[config.mk]
export PLATFORM = sky130hd
export DESIGN_NAME = alu_issue_stage_flat
export DESIGN_NICKNAME = d
export VERILOG_FILES = /design/src/rtl/alu_pkg.sv /design/src/rtl/alu_issue_stage_if.sv /design/src/rtl/alu_op_decoder.sv /design/src/rtl/alu_issue_stage.sv /design/src/flat_wrapper.sv
export SDC_FILE = /design/constraint.sdc
export NUM_CORES = 1
export LEC_CHECK = 0
export ABC_AREA = 1
export CORE_AREA = 2 2 146 148
export DETAILED_ROUTE_END_ITERATION = 8
export DIE_AREA = 0 0 148 150
export HOLD_SLACK_MARGIN = 0.05
export PLACE_DENSITY = 0.78
export SLEW_MARGIN = 25
export SYNTH_ARGS = -nofsm -noshare
export SYNTH_HDL_FRONTEND = slang
export SYNTH_SLANG_ARGS = --single-unit
[constraint.sdc]
create_clock -name clk -period 2.5 [get_ports clk]
set_input_delay 0.625 -clock clk [delete_from_list [all_inputs] [get_ports clk]]
set_output_delay 0.625 -clock clk [all_outputs]
set_load 0.02 [all_outputs]
[src/rtl/alu_pkg.sv]
// Shared types for the RV64I ALU issue stage: op codes, opcode constants and
// the decoded issue record passed from the decoder to the stage registers.
package alu_pkg;

    localparam int XLEN       = 64;
    localparam int SEL_SIZE   = 5;
    localparam int SHIFT_SIZE = 6;

    typedef enum logic [4:0] {
        ALU_ADD   = 5'd0,
        ALU_SUB   = 5'd1,
        ALU_SLT   = 5'd2,
        ALU_SLTU  = 5'd3,
        ALU_AND   = 5'd4,
        ALU_OR    = 5'd5,
        ALU_XOR   = 5'd6,
        ALU_SLL   = 5'd7,
        ALU_SRL   = 5'd8,
        ALU_SRA   = 5'd9,
        ALU_LUI   = 5'd10,
        ALU_AUIPC = 5'd11,
        ALU_ADDW  = 5'd12,
        ALU_SUBW  = 5'd13,
        ALU_SLLW  = 5'd14,
        ALU_SRLW  = 5'd15,
        ALU_SRAW  = 5'd16
    } alu_op_e;

    localparam logic [6:0] OPC_OP_IMM   = 7'b0010011;
    localparam logic [6:0] OPC_OP       = 7'b0110011;
    localparam logic [6:0] OPC_OP_IMM32 = 7'b0011011;
    localparam logic [6:0] OPC_OP32     = 7'b0111011;
    localparam logic [6:0] OPC_LUI      = 7'b0110111;
    localparam logic [6:0] OPC_AUIPC    = 7'b0010111;

    localparam logic [6:0] F7_BASE = 7'b0000000;
    localparam logic [6:0] F7_ALT  = 7'b0100000;

    typedef struct packed {
        alu_op_e                sel;
        logic [SHIFT_SIZE-1:0]  shift_amt;
        logic [XLEN-1:0]        a;
        logic [XLEN-1:0]        b;
        logic [4:0]             rd;
        logic                   illegal;
    } alu_issue_t;

    function automatic logic [XLEN-1:0] sext12(input logic [11:0] imm);
        return {{(XLEN-12){imm[11]}}, imm};
    endfunction

endpackage

[src/rtl/alu_issue_stage_if.sv]
// Producer-to-ALU bus of the issue stage: decoded controls, operands and the
// valid/ready pair. The stage drives the master side, the ALU is the slave.
interface alu_issue_stage_if;
    import alu_pkg::*;

    logic                   out_valid;
    logic                   out_ready;
    logic                   alu_enable;
    logic [SEL_SIZE-1:0]    alu_sel;
    logic [SHIFT_SIZE-1:0]  alu_shift_amt;
    logic [XLEN-1:0]        alu_data_in_a;
    logic [XLEN-1:0]        alu_data_in_b;
    logic [4:0]             out_rd;
    logic                   out_illegal;

    modport master (
        output out_valid, alu_enable, alu_sel, alu_shift_amt,
               alu_data_in_a, alu_data_in_b, out_rd, out_illegal,
        input  out_ready
    );

    modport slave (
        input  out_valid, alu_enable, alu_sel, alu_shift_amt,
               alu_data_in_a, alu_data_in_b, out_rd, out_illegal,
        output out_ready
    );

endinterface

[src/rtl/alu_op_decoder.sv]
// Combinational RV64I integer-op decoder: instruction word, pc and register
// operands in, one alu_issue_t out. Anything not an ALU op comes out as illegal.
module alu_op_decoder
    import alu_pkg::*;
(
    input  logic [31:0]     instr,
    input  logic [XLEN-1:0] pc,
    input  logic [XLEN-1:0] rs1,
    input  logic [XLEN-1:0] rs2,
    output alu_issue_t      issue
);

    logic [6:0]             opcode;
    logic [2:0]             f3;
    logic [6:0]             f7;
    logic [XLEN-1:0]        imm_sext;
    logic [XLEN-1:0]        upper_zext;

    alu_op_e                op_v;
    logic                   legal_v;
    logic [XLEN-1:0]        a_v;
    logic [XLEN-1:0]        b_v;
    logic [SHIFT_SIZE-1:0]  sh_v;

    assign opcode     = instr[6:0];
    assign f3         = instr[14:12];
    assign f7         = instr[31:25];
    assign imm_sext   = sext12(instr[31:20]);
    assign upper_zext = {{(XLEN-20){1'b0}}, instr[31:12]};

    always_comb begin
        op_v    = ALU_ADD;
        legal_v = 1'b1;
        a_v     = '0;
        b_v     = '0;
        sh_v    = '0;
        case (opcode)
            OPC_OP_IMM: begin
                a_v  = rs1;
                b_v  = imm_sext;
                sh_v = instr[25:20];
                case (f3)
                    3'b000: op_v = ALU_ADD;
                    3'b010: op_v = ALU_SLT;
                    3'b011: op_v = ALU_SLTU;
                    3'b100: op_v = ALU_XOR;
                    3'b110: op_v = ALU_OR;
                    3'b111: op_v = ALU_AND;
                    3'b001: begin
                        op_v    = ALU_SLL;
                        legal_v = (instr[31:26] == F7_BASE[6:1]);
                    end
                    default: begin
                        // RV64 shifts use imm[5] as shamt bit, so only imm[11:6] picks SRL/SRA
                        if (instr[31:26] == F7_BASE[6:1])
                            op_v = ALU_SRL;
                        else if (instr[31:26] == F7_ALT[6:1])
                            op_v = ALU_SRA;
                        else
                            legal_v = 1'b0;
                    end
                endcase
            end
            OPC_OP: begin
                a_v  = rs1;
                b_v  = rs2;
                sh_v = rs2[5:0];
                case (f3)
                    3'b000:  op_v = ALU_ADD;
                    3'b001:  op_v = ALU_SLL;
                    3'b010:  op_v = ALU_SLT;
                    3'b011:  op_v = ALU_SLTU;
                    3'b100:  op_v = ALU_XOR;
                    3'b101:  op_v = ALU_SRL;
                    3'b110:  op_v = ALU_OR;
                    default: op_v = ALU_AND;
                endcase
                if (f7 == F7_ALT) begin
                    if (f3 == 3'b000)
                        op_v = ALU_SUB;
                    else if (f3 == 3'b101)
                        op_v = ALU_SRA;
                    else
                        legal_v = 1'b0;
                end else if (f7 != F7_BASE) begin
                    legal_v = 1'b0;
                end
            end
            OPC_OP_IMM32: begin
                a_v  = rs1;
                b_v  = imm_sext;
                sh_v = {1'b0, instr[24:20]};
                case (f3)
                    3'b000: op_v = ALU_ADDW;
                    3'b001: begin
                        op_v    = ALU_SLLW;
                        legal_v = (f7 == F7_BASE);
                    end
                    3'b101: begin
                        if (f7 == F7_BASE)
                            op_v = ALU_SRLW;
                        else if (f7 == F7_ALT)
                            op_v = ALU_SRAW;
                        else
                            legal_v = 1'b0;
                    end
                    default: legal_v = 1'b0;
                endcase
            end
            OPC_OP32: begin
                a_v  = rs1;
                b_v  = rs2;
                sh_v = {1'b0, rs2[4:0]};
                case (f3)
                    3'b000: begin
                        if (f7 == F7_BASE)
                            op_v = ALU_ADDW;
                        else if (f7 == F7_ALT)
                            op_v = ALU_SUBW;
                        else
                            legal_v = 1'b0;
                    end
                    3'b001: begin
                        op_v    = ALU_SLLW;
                        legal_v = (f7 == F7_BASE);
                    end
                    3'b101: begin
                        if (f7 == F7_BASE)
                            op_v = ALU_SRLW;
                        else if (f7 == F7_ALT)
                            op_v = ALU_SRAW;
                        else
                            legal_v = 1'b0;
                    end
                    default: legal_v = 1'b0;
                endcase
            end
            OPC_LUI: begin
                op_v = ALU_LUI;
                a_v  = upper_zext;
            end
            OPC_AUIPC: begin
                op_v = ALU_AUIPC;
                a_v  = upper_zext;
                b_v  = pc;
            end
            default: legal_v = 1'b0;
        endcase

        issue = '0;
        if (legal_v) begin
            issue.sel       = op_v;
            issue.shift_amt = sh_v;
            issue.a         = a_v;
            issue.b         = b_v;
            issue.rd        = instr[11:7];
        end else begin
            issue.illegal   = 1'b1;
        end
    end

endmodule

[src/rtl/alu_issue_stage.sv]
// RV64I ALU issue stage: decode plus a registered valid/ready output.
// Define ALU_ISSUE_SKID_EN for a 1-entry skid buffer with a flopped in_ready.
module alu_issue_stage
    import alu_pkg::*;
(
    input  logic                clk,
    input  logic                rst_n,
    input  logic                flush,
    input  logic                in_valid,
    output logic                in_ready,
    input  logic [31:0]         in_instr,
    input  logic [XLEN-1:0]     in_pc,
    input  logic [XLEN-1:0]     in_rs1_data,
    input  logic [XLEN-1:0]     in_rs2_data,
    alu_issue_stage_if.master   alu_bus
);

    alu_issue_t dec_issue;
    alu_issue_t out_reg;
    logic       out_valid_reg;
    logic       out_free;
    logic       accept;

    alu_op_decoder u_decoder (
        .instr (in_instr),
        .pc    (in_pc),
        .rs1   (in_rs1_data),
        .rs2   (in_rs2_data),
        .issue (dec_issue)
    );

    assign out_free = ~out_valid_reg | alu_bus.out_ready;

`ifdef ALU_ISSUE_SKID_EN
    alu_issue_t skid_reg;
    logic       skid_full_reg;

    // in_ready depends only on a flop, so out_ready never reaches upstream combinationally
    assign in_ready = ~skid_full_reg;
    assign accept   = in_valid & in_ready & ~flush;

    always_ff @(posedge clk or negedge rst_n) begin
        if (!rst_n) begin
            out_valid_reg <= 1'b0;
            out_reg       <= '0;
            skid_full_reg <= 1'b0;
            skid_reg      <= '0;
        end else if (flush) begin
            out_valid_reg <= 1'b0;
            skid_full_reg <= 1'b0;
        end else if (out_free) begin
            if (skid_full_reg) begin
                out_reg       <= skid_reg;
                out_valid_reg <= 1'b1;
                skid_full_reg <= 1'b0;
            end else if (accept) begin
                out_reg       <= dec_issue;
                out_valid_reg <= 1'b1;
            end else begin
                out_valid_reg <= 1'b0;
            end
        end else if (accept) begin
            skid_reg      <= dec_issue;
            skid_full_reg <= 1'b1;
        end
    end
`else
    assign in_ready = out_free;
    assign accept   = in_valid & in_ready & ~flush;

    always_ff @(posedge clk or negedge rst_n) begin
        if (!rst_n) begin
            out_valid_reg <= 1'b0;
            out_reg       <= '0;
        end else if (flush) begin
            out_valid_reg <= 1'b0;
        end else if (out_free) begin
            out_valid_reg <= accept;
            if (accept)
                out_reg <= dec_issue;
        end
    end
`endif

    assign alu_bus.out_valid     = out_valid_reg;
    assign alu_bus.alu_enable    = out_valid_reg & ~out_reg.illegal;
    assign alu_bus.alu_sel       = out_reg.sel;
    assign alu_bus.alu_shift_amt = out_reg.shift_amt;
    assign alu_bus.alu_data_in_a = out_reg.a;
    assign alu_bus.alu_data_in_b = out_reg.b;
    assign alu_bus.out_rd        = out_reg.rd;
    assign alu_bus.out_illegal   = out_reg.illegal;

endmodule
[src/flat_wrapper.sv]
// flat-port wrapper written by rule: the top's interface ports become plain ports
module alu_issue_stage_flat import alu_pkg::*;
  (clk, rst_n, flush, in_valid, in_ready, in_instr, in_pc, in_rs1_data, in_rs2_data, alu_bus_out_valid, alu_bus_alu_enable, alu_bus_alu_sel, alu_bus_alu_shift_amt, alu_bus_alu_data_in_a, alu_bus_alu_data_in_b, alu_bus_out_rd, alu_bus_out_illegal, alu_bus_out_ready);
  alu_issue_stage_if alu_bus_i ();
  input  logic clk;
  input  logic rst_n;
  input  logic flush;
  input  logic in_valid;
  output logic in_ready;
  input  logic [31:0] in_instr;
  input  logic [XLEN-1:0] in_pc;
  input  logic [XLEN-1:0] in_rs1_data;
  input  logic [XLEN-1:0] in_rs2_data;
  output wire logic [$bits(alu_bus_i.out_valid)-1:0] alu_bus_out_valid;
  output wire logic [$bits(alu_bus_i.alu_enable)-1:0] alu_bus_alu_enable;
  output wire logic [$bits(alu_bus_i.alu_sel)-1:0] alu_bus_alu_sel;
  output wire logic [$bits(alu_bus_i.alu_shift_amt)-1:0] alu_bus_alu_shift_amt;
  output wire logic [$bits(alu_bus_i.alu_data_in_a)-1:0] alu_bus_alu_data_in_a;
  output wire logic [$bits(alu_bus_i.alu_data_in_b)-1:0] alu_bus_alu_data_in_b;
  output wire logic [$bits(alu_bus_i.out_rd)-1:0] alu_bus_out_rd;
  output wire logic [$bits(alu_bus_i.out_illegal)-1:0] alu_bus_out_illegal;
  input wire logic [$bits(alu_bus_i.out_ready)-1:0] alu_bus_out_ready;
  assign alu_bus_out_valid = alu_bus_i.out_valid;
  assign alu_bus_alu_enable = alu_bus_i.alu_enable;
  assign alu_bus_alu_sel = alu_bus_i.alu_sel;
  assign alu_bus_alu_shift_amt = alu_bus_i.alu_shift_amt;
  assign alu_bus_alu_data_in_a = alu_bus_i.alu_data_in_a;
  assign alu_bus_alu_data_in_b = alu_bus_i.alu_data_in_b;
  assign alu_bus_out_rd = alu_bus_i.out_rd;
  assign alu_bus_out_illegal = alu_bus_i.out_illegal;
  assign alu_bus_i.out_ready = alu_bus_out_ready;
  alu_issue_stage u_core (.clk(clk), .rst_n(rst_n), .flush(flush), .in_valid(in_valid), .in_ready(in_ready), .in_instr(in_instr), .in_pc(in_pc), .in_rs1_data(in_rs1_data), .in_rs2_data(in_rs2_data), .alu_bus(alu_bus_i));
endmodule
==> Implementation_results.wiki, run 1 <==
{| class="wikitable"
! Metric !! Value
|-
| Placer congestion estimate || 0.942
|-
| DR vias || just over 9000
|-
| Power Total || 5.72 mW
|-
| Net switching power || 1.49 mW
|-
| Reg-to-reg slack, setup || approximately 0.81 ns
|-
| Max_cap viols || 0
|-
| CP startpoint kind || input port
|-
| Site row count || 53
|-
| Violation count after the first detailed-routing iteration || about 470
|-
| Buffers on Ports || between 300 and 400
|-
| IO Count || about 380
|-
| Placed Area || ~0.013 mm^2
|-
| Setup violators final || 0
|-
| Clock transition at the registers of the reported paths || 0.07 ns
|-
| Actual transition at the worst max-transition pin || approximately 0.61 ns
|-
| Mean Syn Cell Area || between 6 and 7 um^2
|-
| Final HPWL from detailed placement || ~22000 um
|-
| Number of fillers in the final layout || ~1900
|-
| Largest net degree at the start of global routing || 63
|-
| Final worst path period need || roughly 2.2 ns
|-
| Highest-count cells in the layout ignoring fill and taps || nand2_1, clkdlybuf4s50_1, nor2_1
|-
| Chip Height || approximately 150 um
|-
| Avg Vias per Cell || about 4.8
|-
| Vias in the first global route || a little under 9000
|-
| Total die area || about 0.022 mm^2
|-
| CTS root buf || clkbuf_16
|-
| Required time of the critical path || between 1.5 and 2 ns
|-
| Power per cell area || 433 mW/mm^2
|-
| Slowest Stage Delay on Critical Path || about 0.51 ns
|-
| Crit-path max FO || 2
|-
| Worst clock skew on the final layout || just under 0.01 ns
|-
| CTS tree || built
|-
| Detailed-route wire length per cell || 15.5 um
|-
| Critical-path cell list || clkdlybuf4s50_1, inv_1, nand2_1, dlygate4sd2_1
|-
| Max stage delay cell, worst path || clkdlybuf4s50_1
|-
| Layout Cell Area excl Fill || 0.0132 mm^2
|-
| Clock power share || between 40 and 50%
|-
| Final-stage net count || around 1900
|-
| Remaining global-route overflow || 0
|-
| Total area of multi-input combinational cells || around 0.0040 mm^2
|-
| Cts bufs inserted || 17
|-
| Number of buffers on the longest clock path || 2
|-
| Worst setup path class || in -> out
|-
| Total core area || 0.0207 mm^2
|-
| Delay-heaviest family, CP || buffers and inverters
|-
| Commonest non-fill, non-tap cell in the layout || nand2_1
|-
| Fmax || roughly 450 MHz
|-
| Proportion of power drawn by flip-flops and latches || 41.7%
|-
| Smallest setup slack after layout || between 0.2 and 0.3 ns
|-
| Starting density of the core || 40.2%
|-
| Share of post-route cells with drive strength above 1 || under 10%
|-
| Routed Antenna Nets || 0
|-
| Sequential element share of the synthesized area || a little over two fifths
|-
| Fraction of power spent switching nets || between 20% and 30%
|-
| Layout area overhead || 58.7%
|-
| Type of the worst min-delay path || in -> async
|-
| Net count after synthesis || about 1500
|-
| Post-synthesis cell count || 1286
|-
| Die width || roughly 150 um
|-
| Status || finished clean
|-
| Total leakage power || around 6.7 nW
|-
| First-pass GRT wire length || 46900 um
|-
| Routed WL || a little over 30000 um
|-
| Synthesis warning total || 0
|-
| Signal arrival time at the worst endpoint || 1.59 ns
|-
| Final max-slew violation count || 0
|-
| Setup repair after global routing missed its margin || no
|-
| Post-synthesis sequential element count || between 100 and 150
|-
| Post-route clock period utilization || approximately nine tenths
|-
| Relative slew margins || 59.3%
|-
| Mapped cell area || 0.00832 mm^2
|-
| Level count of the clock H-tree || 4
|-
| Number of buffers and inverters on the critical path || 3
|-
| Worst slack at placement || -0.112 ns
|-
| Number of antenna violations at the first check in global routing || 1
|-
| Proportion of power drawn by combinational gates || approximately 13%
|-
| Peak supply drop || roughly 380 uV
|-
| Kind of capture point of the worst setup path || output port
|-
| Length of the first detailed-routing pass in iterations || 5
|-
| Total area of sequential cells || 0.00365 mm^2
|-
| Internal power summed over all cells || about 4.2 mW
|-
| Clock latency reported for the late side of the worst-skew pair || 0.42 ns
|-
| Final Hold Fails || 0
|-
| TritonCTS Sinks || 146
|-
| Tot GR Track Use || ~27%
|-
| Remaining routing DRC violations || 0
|-
| Number of unique standard cell types used by synthesis || 23
|}
final cells by class:
type                    count  area share [%]
multi-input cells         979            29.9
inverters                  84            2.39
diodes                      1          0.0190
clock inverters            15            1.23
repair buffers            425            32.9
flip-flops and latches    146            27.7
well taps                 275            2.61
clock buffers              17            3.22
final timing paths:
kind,cells past startpoint,end,from
worst max-delay path,4,in_ready,alu_bus_out_ready
worst min-delay path,1,u_core.alu_bus.alu_data_in_b[24],rst_n
worst max register to register,10,u_core.alu_bus.alu_data_in_a[55],u_core.alu_bus.out_valid
worst min register to register,2,u_core.alu_bus.alu_data_in_b[15],u_core.alu_bus.alu_data_in_b[15]
max in group asynchronous,2,u_core.alu_bus.alu_data_in_a[42],rst_n
min in group clk,2,u_core.alu_bus.alu_data_in_b[15],u_core.alu_bus.alu_data_in_b[15]
logic make-up (layout without fill, tap and decap cells):
family | count (synthesis) | in the layout | synth area share (%)
and+or+nand+nor | 933 | 933 | 44.2
other | 0 | 1 | 0
DFF | 146 | 146 | 43.9
AOI/OAI and AO/OA | 46 | 46 | 2.96
buffers and inverters | 161 | 541 | 8.90
repair_timing:
| action | 4_1_cts | 5_1_grt |
|---|---|---|
| resized for setup | 1 | 0 |
| setup endpoints to repair | 1 | 0 |
| endpoints found under the hold margin | 0 | 0 |
| buffers inserted | 0 | 0 |
| hold buffers | 0 | 0 |
cell usage after synthesis (all sizes together):
master	n	share of area [%]
buf	49	3.9
inv	83	3.7
clkinv	1	0.045
clkbuf	28	1.3
o31ai	6	0.54
nor3	2	0.18
nand4	1	0.075
nand2	633	29
dfrtp	146	44
or2	1	0.075
nor2	195	9.1
o21ai	18	1.1
a21oi	21	1.3
nand3	101	6.1
a31oi	1	0.075
through the flow:
| stage | instances | util [%] | TNS [ns] | hold WS, ns |
|---|---|---|---|---|
| 4_1_cts | 1941 | 63.8 | 0 | 0.126 |
| 6_report | 1942 | 63.8 | 0 | 0.112 |
| 2_1_floorplan | 1286 | - | 0 | 0.329 |
| 3_5_place_dp | 1909 | 60.9 | -8.31 | 0.464 |
| 5_1_grt | 1942 | 63.8 | 0 | 0.141 |
| 3_3_place_gp | 1909 | 60.9 | -10.55 | 0.461 |
layer usage:
metal | global-route usage [%] | vias up | wire length [um] | share of wire, %
li1 | - | 4636 | - | -
met4 | 11.3 | 0 | 990 | 3.3
met1 | 33.6 | 4240 | 12400 | 41
met2 | 45.1 | 361 | 14600 | 48
met5 | 0 | - | 0 | 0
met3 | 6.19 | 63 | 2250 | 7.4
power by group through the flow:
stage / Combinational, mW / Sequential, mW / Clock [mW]
3_3_place_gp: 0.766 / 2.43 / 0
2_1_floorplan: 0.190 / 2.44 / 0
5_1_grt: 0.829 / 2.38 / 2.71
6_report: 0.766 / 2.38 / 2.57
4_1_cts: 0.772 / 2.38 / 2.61
3_5_place_dp: 0.768 / 2.43 / 0
Power figures use the tool's default switching activity.
==> run 2, diff against run 1 <==
--- a/config.mk
+++ b/config.mk
@@ -6,12 +6,13 @@
 export NUM_CORES = 1
 export LEC_CHECK = 0
 export ABC_AREA = 1
-export CORE_AREA = 2 2 146 148
+export CORE_AREA = 2 2 148 150
 export DETAILED_ROUTE_END_ITERATION = 8
-export DIE_AREA = 0 0 148 150
+export DIE_AREA = 0 0 150 152
 export HOLD_SLACK_MARGIN = 0.05
-export PLACE_DENSITY = 0.78
+export PLACE_DENSITY = 0.77
 export SLEW_MARGIN = 25
 export SYNTH_ARGS = -nofsm -noshare
 export SYNTH_HDL_FRONTEND = slang
+export SYNTH_HIERARCHICAL = 1
 export SYNTH_SLANG_ARGS = --single-unit
==> Implementation_results.wiki, run 2 <==
{| class="wikitable"
! Metric !! Value
|-
| Crit-path max FO || 2 (unchanged)
|-
| Number of buffers and inverters on the critical path || 3 (unchanged)
|-
| Number of buffers on the longest clock path || 2 (unchanged)
|-
| Cell accounting for the most synthesized area || dfrtp_1
|-
| Type of the worst min-delay path || in -> async
|-
| Final HPWL from detailed placement || 21800 um (-2.1%)
|-
| Ys flop type || dfrtp_1
|-
| Starting density of the core || 39.9% (-0.35 points)
|-
| Final max-slew violation count || 0 (unchanged)
|-
| Routed WL || 30100 um (-0.16%)
|-
| Clock latency reported for the late side of the worst-skew pair || 0.43 ns (about the same)
|-
| Buffers on Ports || 376 (unchanged)
|-
| Status || finished clean
|-
| Length of the first detailed-routing pass in iterations || 5 (unchanged)
|-
| TritonCTS Sinks || 146 (unchanged)
|-
| Share of post-route cells with drive strength above 1 || 7.44% (+1.3 points)
|-
| Most prevalent standard cell on the critical path || clkdlybuf4s50_1
|-
| Clock transition at the registers of the reported paths || 0.07 ns (about the same)
|-
| Peak supply drop || 308 uV (-19%)
|-
| Area share of the largest cell type after synthesis || 42.9% (-0.99 points)
|-
| Relative slew margins || 66.2% (+7.0 points)
|-
| Post-synthesis cell count || 1292 (+0.47%)
|-
| Largest net degree at the start of global routing || 103 (+63%)
|-
| Number of unique standard cell types used by synthesis || 24 (+4.3%)
|-
| Setup violators final || 0 (unchanged)
|-
| Actual transition at the worst max-transition pin || 0.507 ns (-0.104 ns)
|-
| Final worst path period need || 2.44 ns (+0.226 ns)
|-
| Detailed-route wire length per cell || 15.4 um (-1.2%)
|-
| Max_cap viols || 0 (unchanged)
|-
| Power per cell area || 415 mW/mm^2 (-4.1%)
|-
| Mapped cell area || 0.00851 mm^2 (+2.3%)
|-
| Violation count after the first detailed-routing iteration || 529 (+12%)
|-
| Level count of the clock H-tree || 4 (unchanged)
|-
| CTS tree || built
|-
| Worst slack at placement || -0.311 ns (-0.199 ns)
|-
| Routed Antenna Nets || 0 (unchanged)
|-
| Max stage delay cell, worst path || clkdlybuf4s50_1
|-
| Final-layout worst hold slack || 0.150 ns (+0.0381 ns)
|-
| Commonest non-fill, non-tap cell in the layout || nand2_1
|-
| Vias in the first global route || 9328 (+5.3%)
|-
| Number of fillers in the final layout || 1988 (+5.5%)
|-
| Net count after synthesis || 1521 (+0.40%)
|-
| Top area cells in the synthesized netlist || dfrtp_1, nand2_1, nor2_1, nand3_1, buf_2
|-
| Remaining routing DRC violations || 0 (unchanged)
|-
| Post-route non-filler standard cell count || 1962 (+1.0%)
|-
| Kind of capture point of the worst setup path || output port
|-
| Post-synthesis async set-or-reset flop share || 100% (unchanged)
|-
| Placer congestion estimate || 0.857 (-9.0%)
|-
| First-pass GRT wire length || 48200 um (+2.8%)
|-
| Site row count || 54 (+1.9%)
|-
| Total core area || 0.0214 mm^2 (+3.2%)
|-
| Number of placed instances with taps included || 1927 (+0.94%)
|-
| Mean Syn Cell Area || 6.59 um^2 (+1.8%)
|-
| Final-stage net count || 1896 (+0.74%)
|-
| Count leader, synth || nand2_1
|-
| Fmax || 410 MHz (-9.3%)
|-
| Avg Vias per Cell || 4.87 (+1.7%)
|-
| Signal arrival time at the worst endpoint || 1.81 ns (+0.22 ns)
|-
| Final Hold Fails || 0 (unchanged)
|-
| IO Count || 377 (unchanged)
|-
| Remaining global-route overflow || 0 (unchanged)
|-
| Count of flip-flops with a built-in enable after synthesis || 0 (unchanged)
|-
| Worst clock skew on the final layout || 0.0103 ns (+0.000585 ns)
|-
| Delay-heaviest family, CP || buffers and inverters
|-
| Placed Area || 0.0129 mm^2 (+2.1%)
|-
| CP startpoint kind || input port
|-
| Required time of the critical path || 1.88 ns (about the same)
|-
| Setup repair after global routing missed its margin || no
|-
| Synthesis warning total || 6 (+6)
|-
| Die width || 150 um (+1.4%)
|-
| Post-synthesis sequential element count || 146 (unchanged)
|-
| Post-CTS Hold Fix Bufs || 0 (unchanged)
|-
| Layout area overhead || 58.6% (about the same)
|-
| DR vias || 9559 (+2.8%)
|-
| Worst setup path class || in -> out
|-
| Number of antenna violations at the first check in global routing || 2 (+1)
|-
| Smallest setup slack after layout || 0.0626 ns (-0.226 ns)
|-
| Tot GR Track Use || 26.3% (-0.61 points)
|-
| Critical-path cell list || clkdlybuf4s50_1, inv_1, nand2_4, clkdlybuf4s50_1
|-
| Sequential element share of the synthesized area || 42.9% (-0.99 points)
|-
| Post-route clock period utilization || 97.5% (+9.1 points)
|-
| Cts bufs inserted || 17 (unchanged)
|-
| Total die area || 0.0228 mm^2 (+2.7%)
|-
| CTS root buf || clkbuf_16
|-
| Chip Height || 152 um (+1.3%)
|-
| Layout Cell Area excl Fill || 0.0135 mm^2 (+2.3%)
|-
| Most instantiated cells after synthesis || nand2_1, nor2_1, nand3_1
|-
| Slowest Stage Delay on Critical Path || 0.60 ns (+0.09 ns)
|-
| Highest-count cells in the layout ignoring fill and taps || nand2_1, clkdlybuf4s50_1, nor2_1
|-
| Total leakage power || 6.47 nW (-2.8%)
|}
run 2: cell types whose count changed in the layout (fill, tap and decap cells not counted), sizes merged, moves of 13 or more:
cell / before / now
a21oi: 21 / 8
o21ai: 18 / 4
nor2: 195 / 251
buf: 50 / 71
nand2: 633 / 567
nand3: 101 / 163
inv: 92 / 48
a22oi: 0 / 20
run 2: stage by stage:
step | total power, mW | setup TNS (ns) | utilization (%)
after floorplan | 2.64 | 0 | -
after CTS | 5.65 | 0 | 62.9
after global routing | 5.81 | 0 | 63.2
after detailed placement | 3.19 | -37.06 | 60.3
after global placement | 3.19 | -30.30 | 60.3
final | 5.60 | 0 | 63.2
run 2: final cells by class:
cell class                      instances  area (um^2)  area share (%)
Tap cell                              280          350            2.60
Inverter                               41          154            1.14
Clock inverter                         14          119           0.881
Timing Repair Buffer                  446         4570            33.8
Clock buffer                           18          439            3.25
Multi-Input combinational cell       1015         4210            31.2
Sequential cell                       146         3650            27.1
Antenna cell                            2         5.00          0.0371
run 2: final timing paths:
| check | from | end | slack, ns | cells after the start |
|---|---|---|---|---|
| worst min register to register | u_core/alu_bus.alu_data_in_b[50] | u_core/alu_bus.alu_data_in_b[50] | 0.47 | 2 |
| worst max register to register | u_core/alu_bus.out_valid | u_core/alu_bus.alu_data_in_a[37] | 0.69 | 5 |
| max in group asynchronous | rst_n | u_core/alu_bus.out_rd[4] | 1.69 | 2 |
| worst min-delay path | rst_n | u_core/alu_bus.alu_data_in_a[26] | 0.15 | 1 |
| worst max-delay path | alu_bus_out_ready | in_ready | 0.06 | 4 |
| min in group clk | u_core/alu_bus.alu_data_in_b[50] | u_core/alu_bus.alu_data_in_b[50] | 0.47 | 2 |
run 2: per-layer routing:
| layer | global-route usage (%) | part of all wire [%] | wire length, um |
|---|---|---|---|
| met4 | 8.22 | 2.2 | 656 |
| met3 | 7.30 | 9.0 | 2700 |
| met1 | 33.7 | 41 | 12500 |
| met2 | 43.1 | 48 | 14300 |
| met5 | 0 | 0 | 0 |
run 2: cells by family after synthesis:
group,after synthesis,share of synthesized area (%)
AO/OA/AOI/OAI,33,2.66
buffers and inverters,131,8.28
flip-flops,146,42.9
AND/OR/NAND/NOR,982,46.1
run 2: power by group:
group	internal [mW]	switching [mW]
combinational	0.426	0.345
sequential	2.37	0.00513
clock	1.33	1.13
total	4.12	1.48
run 2: repair_timing:
action                                  in CTS  in global routing
endpoints found under the setup margin       0                 96
gates resized for setup                      0                 11
setup buffers                                0                  1
==> run 3, diff against run 2 <==
--- a/config.mk
+++ b/config.mk
@@ -10,7 +10,7 @@
 export DETAILED_ROUTE_END_ITERATION = 8
 export DIE_AREA = 0 0 150 152
 export HOLD_SLACK_MARGIN = 0.05
-export PLACE_DENSITY = 0.77
+export PLACE_DENSITY_LB_ADDON = 0.1
 export SLEW_MARGIN = 25
 export SYNTH_ARGS = -nofsm -noshare
 export SYNTH_HDL_FRONTEND = slang
==> Implementation_results.wiki, run 3 (synthesis results as in run 2) <==
{| class="wikitable"
! Metric !! Value
|-
| GR Layer Usage met2 || 43.8% (+0.65 points)
|-
| Peak supply drop || 324 uV (+5.0%)
|-
| Cts bufs inserted || 17 (unchanged)
|-
| Post-CTS setup buffers || 0 (unchanged)
|-
| Required time of the critical path || 1.88 ns (about the same)
|-
| Power per cell area || 410 mW/mm^2 (-1.2%)
|-
| DR vias || 9434 (-1.3%)
|-
| Final max-slew violation count || 0 (unchanged)
|-
| Setup repair after global routing missed its margin || no
|-
| Total area of sequential cells || 0.00365 mm^2 (unchanged)
|-
| Number of gates resized after CTS || 0 (unchanged)
|-
| Number of fillers in the final layout || 2016 (+1.4%)
|-
| Total core area || 0.0214 mm^2 (unchanged)
|-
| Worst slack at placement || -0.299 ns (+0.0118 ns)
|-
| Chip Height || 152 um (unchanged)
|-
| Layout area overhead || 59.0%
|-
| Net switching power || 1.37 mW (-7.7%)
|-
| Type of the worst min-delay path || in -> async
|-
| Smallest setup slack after layout || 0.0693 ns (+0.00664 ns)
|-
| Level count of the clock H-tree || 4 (unchanged)
|-
| Final HPWL from detailed placement || 21700 um (-0.40%)
|-
| Final worst path period need || 2.43 ns (-0.00664 ns)
|-
| Final-stage net count || 1902 (+0.32%)
|-
| Total leakage power || 6.47 nW (about the same)
|-
| Post-route non-filler standard cell count || 1966 (+0.20%)
|-
| Die width || 150 um (unchanged)
|-
| Total die area || 0.0228 mm^2 (unchanged)
|-
| Startpoint of the worst-slack reg-to-reg timing path || u_core/alu_bus.out_valid
|-
| Vias in the first global route || 9067 (-2.8%)
|-
| CTS tree || built
|-
| Proportion of power drawn by flip-flops and latches || 42.8% (+0.4 points)
|-
| Clock latency reported for the late side of the worst-skew pair || 0.42 ns (about the same)
|-
| Worst setup path class || in -> out
|-
| Fraction of power spent switching nets || 24.6% (-1.8 points)
|-
| Number of placed instances with taps included || 1934 (+0.36%)
|-
| TritonCTS Sinks || 146 (unchanged)
|-
| Proportion of power drawn by combinational gates || 13.9% (about the same)
|-
| Post-CTS Hold Fix Bufs || 0 (unchanged)
|-
| Reg-to-reg slack, setup || 0.75 ns (+0.06 ns)
|-
| Starting density of the core || 39.9% (unchanged)
|-
| Fmax || 411 MHz (+0.27%)
|-
| Tot GR Track Use || 26.3% (-0.031 points)
|-
| Final Hold Fails || 0 (unchanged)
|-
| Max stage delay cell, worst path || clkdlybuf4s50_1
|-
| Most prevalent standard cell on the critical path || clkdlybuf4s50_1
|-
| Post-route clock period utilization || 97.2% (-0.27 points)
|-
| Critical-path cell list || clkdlybuf4s50_1, inv_1, nand2_4, clkdlybuf4s50_1
|-
| Clock transition at the registers of the reported paths || 0.07 ns (about the same)
|-
| First-pass GRT wire length || 47800 um (-0.93%)
|-
| Slowest Stage Delay on Critical Path || 0.61 ns (about the same)
|-
| Remaining global-route overflow || 0 (unchanged)
|-
| Number of buffers on the longest clock path || 2 (unchanged)
|-
| Status || finished clean
|-
| Global route hottest layer || met2
|-
| Buffers on Ports || 376 (unchanged)
|-
| End of the worst register-to-register path || u_core/alu_bus.alu_data_in_b[59]
|-
| Signal arrival time at the worst endpoint || 1.81 ns (about the same)
|-
| Placer congestion estimate || 0.944 (+10%)
|-
| Delay-heaviest family, CP || buffers and inverters
|-
| Crit-path max FO || 2 (unchanged)
|-
| Routed WL || 29800 um (-0.98%)
|-
| Number of antenna violations at the first check in global routing || 1 (-1)
|-
| CP startpoint kind || input port
|-
| Actual transition at the worst max-transition pin || 0.586 ns (+0.0792 ns)
|-
| Met3 routing resource usage after global routing || 6.67% (-0.63 points)
|-
| Internal power summed over all cells || 4.18 mW (+1.4%)
|-
| Site row count || 54 (unchanged)
|-
| R2r worst-path depth || 5 (unchanged)
|-
| CTS root buf || clkbuf_16
|-
| Routed Antenna Nets || 0 (unchanged)
|-
| Violation count after the first detailed-routing iteration || 489 (-7.6%)
|-
| Worst clock skew on the final layout || 0.00731 ns (-0.00297 ns)
|-
| Length of the first detailed-routing pass in iterations || 5 (unchanged)
|-
| Setup violators final || 0 (unchanged)
|-
| IO Count || 377 (unchanged)
|-
| Commonest non-fill, non-tap cell in the layout || nand2_1
|-
| Highest-count cells in the layout ignoring fill and taps || nand2_1, clkdlybuf4s50_1, nor2_1
|-
| Number of buffers and inverters on the critical path || 3 (unchanged)
|-
| Kind of capture point of the worst setup path || output port
|-
| Detailed-route wire length per cell || 15.2 um (-1.2%)
|-
| Share of post-route cells with drive strength above 1 || 7.48% (+0.037 points)
|-
| Largest net degree at the start of global routing || 121 (+17%)
|-
| Clock power share || 43.3% (-0.6 points)
|-
| Relative slew margins || 60.9% (-5.3 points)
|-
| Total area of multi-input combinational cells || 0.00419 mm^2 (-0.48%)
|-
| Remaining routing DRC violations || 0 (unchanged)
|-
| Met1 track demand over resource || 33.5% (-0.19 points)
|-
| Avg Vias per Cell || 4.80 (-1.5%)
|-
| Max_cap viols || 0 (unchanged)
|}
run 3: cell type report:
cell class                 instances  area share (%)
timing repair buffer             452            34.2
multi-input combinational       1015            31.0
sequential                       146            27.0
clock buffer                      22            3.58
tap                              280            2.59
inverter                          41            1.14
clock inverter                     9           0.536
antenna                            1          0.0185
run 3: per-layer routing:
layer | routed length, um | vias up
met5 | 0 | -
met3 | 2260 | 33
met2 | 14400 | 331
met4 | 674 | 0
li1 | - | 4759
met1 | 12500 | 4311
run 3: power by group through the flow:
stage,sequential [mW],clock (mW),combinational [mW]
final,2.37,2.40,0.771
after global routing,2.37,2.56,0.836
after CTS,2.37,2.46,0.776
after detailed placement,2.42,0,0.773
after global placement,2.42,0,0.775
after floorplan,2.42,0,0.214
run 3: stage by stage:
step                instance area (um^2)  util [%]  total power [mW]  hold slack (ns)  TNS [ns]
finish                             13500      63.4              5.55            0.119         0
global route                       13500      63.4              5.77            0.138         0
CTS                                13500      63.3              5.61            0.125         0
detailed placement                 13000      60.7              3.19            0.457    -28.87
global placement                   13000      60.7              3.19            0.452    -25.33
floorplan                           8510         -              2.64            0.329         0
run 3: worst max-delay path by stage:
stage / depth (start not counted) / slack (ns) / endpoint / start
after floorplan: 12 / 0.56 / u_core/alu_bus.alu_data_in_a[54] / in_instr[4]
after global placement: 13 / -0.26 / u_core/alu_bus.alu_data_in_b[14] / in_instr[1]
after detailed placement: 13 / -0.30 / u_core/alu_bus.alu_data_in_b[14] / in_instr[1]
after CTS: 4 / 0.07 / in_ready / alu_bus_out_ready
after global routing: 4 / 0.03 / in_ready / alu_bus_out_ready
final: 4 / 0.07 / in_ready / alu_bus_out_ready
run 3: worst reg2reg max path: stages (launching register included):
cell,delay (ns)
dfrtp_1,0.44
nand2_4,0.11
buf_12,0.41
buf_4,0.49
nand3_1,0.14
nand2_1,0.09
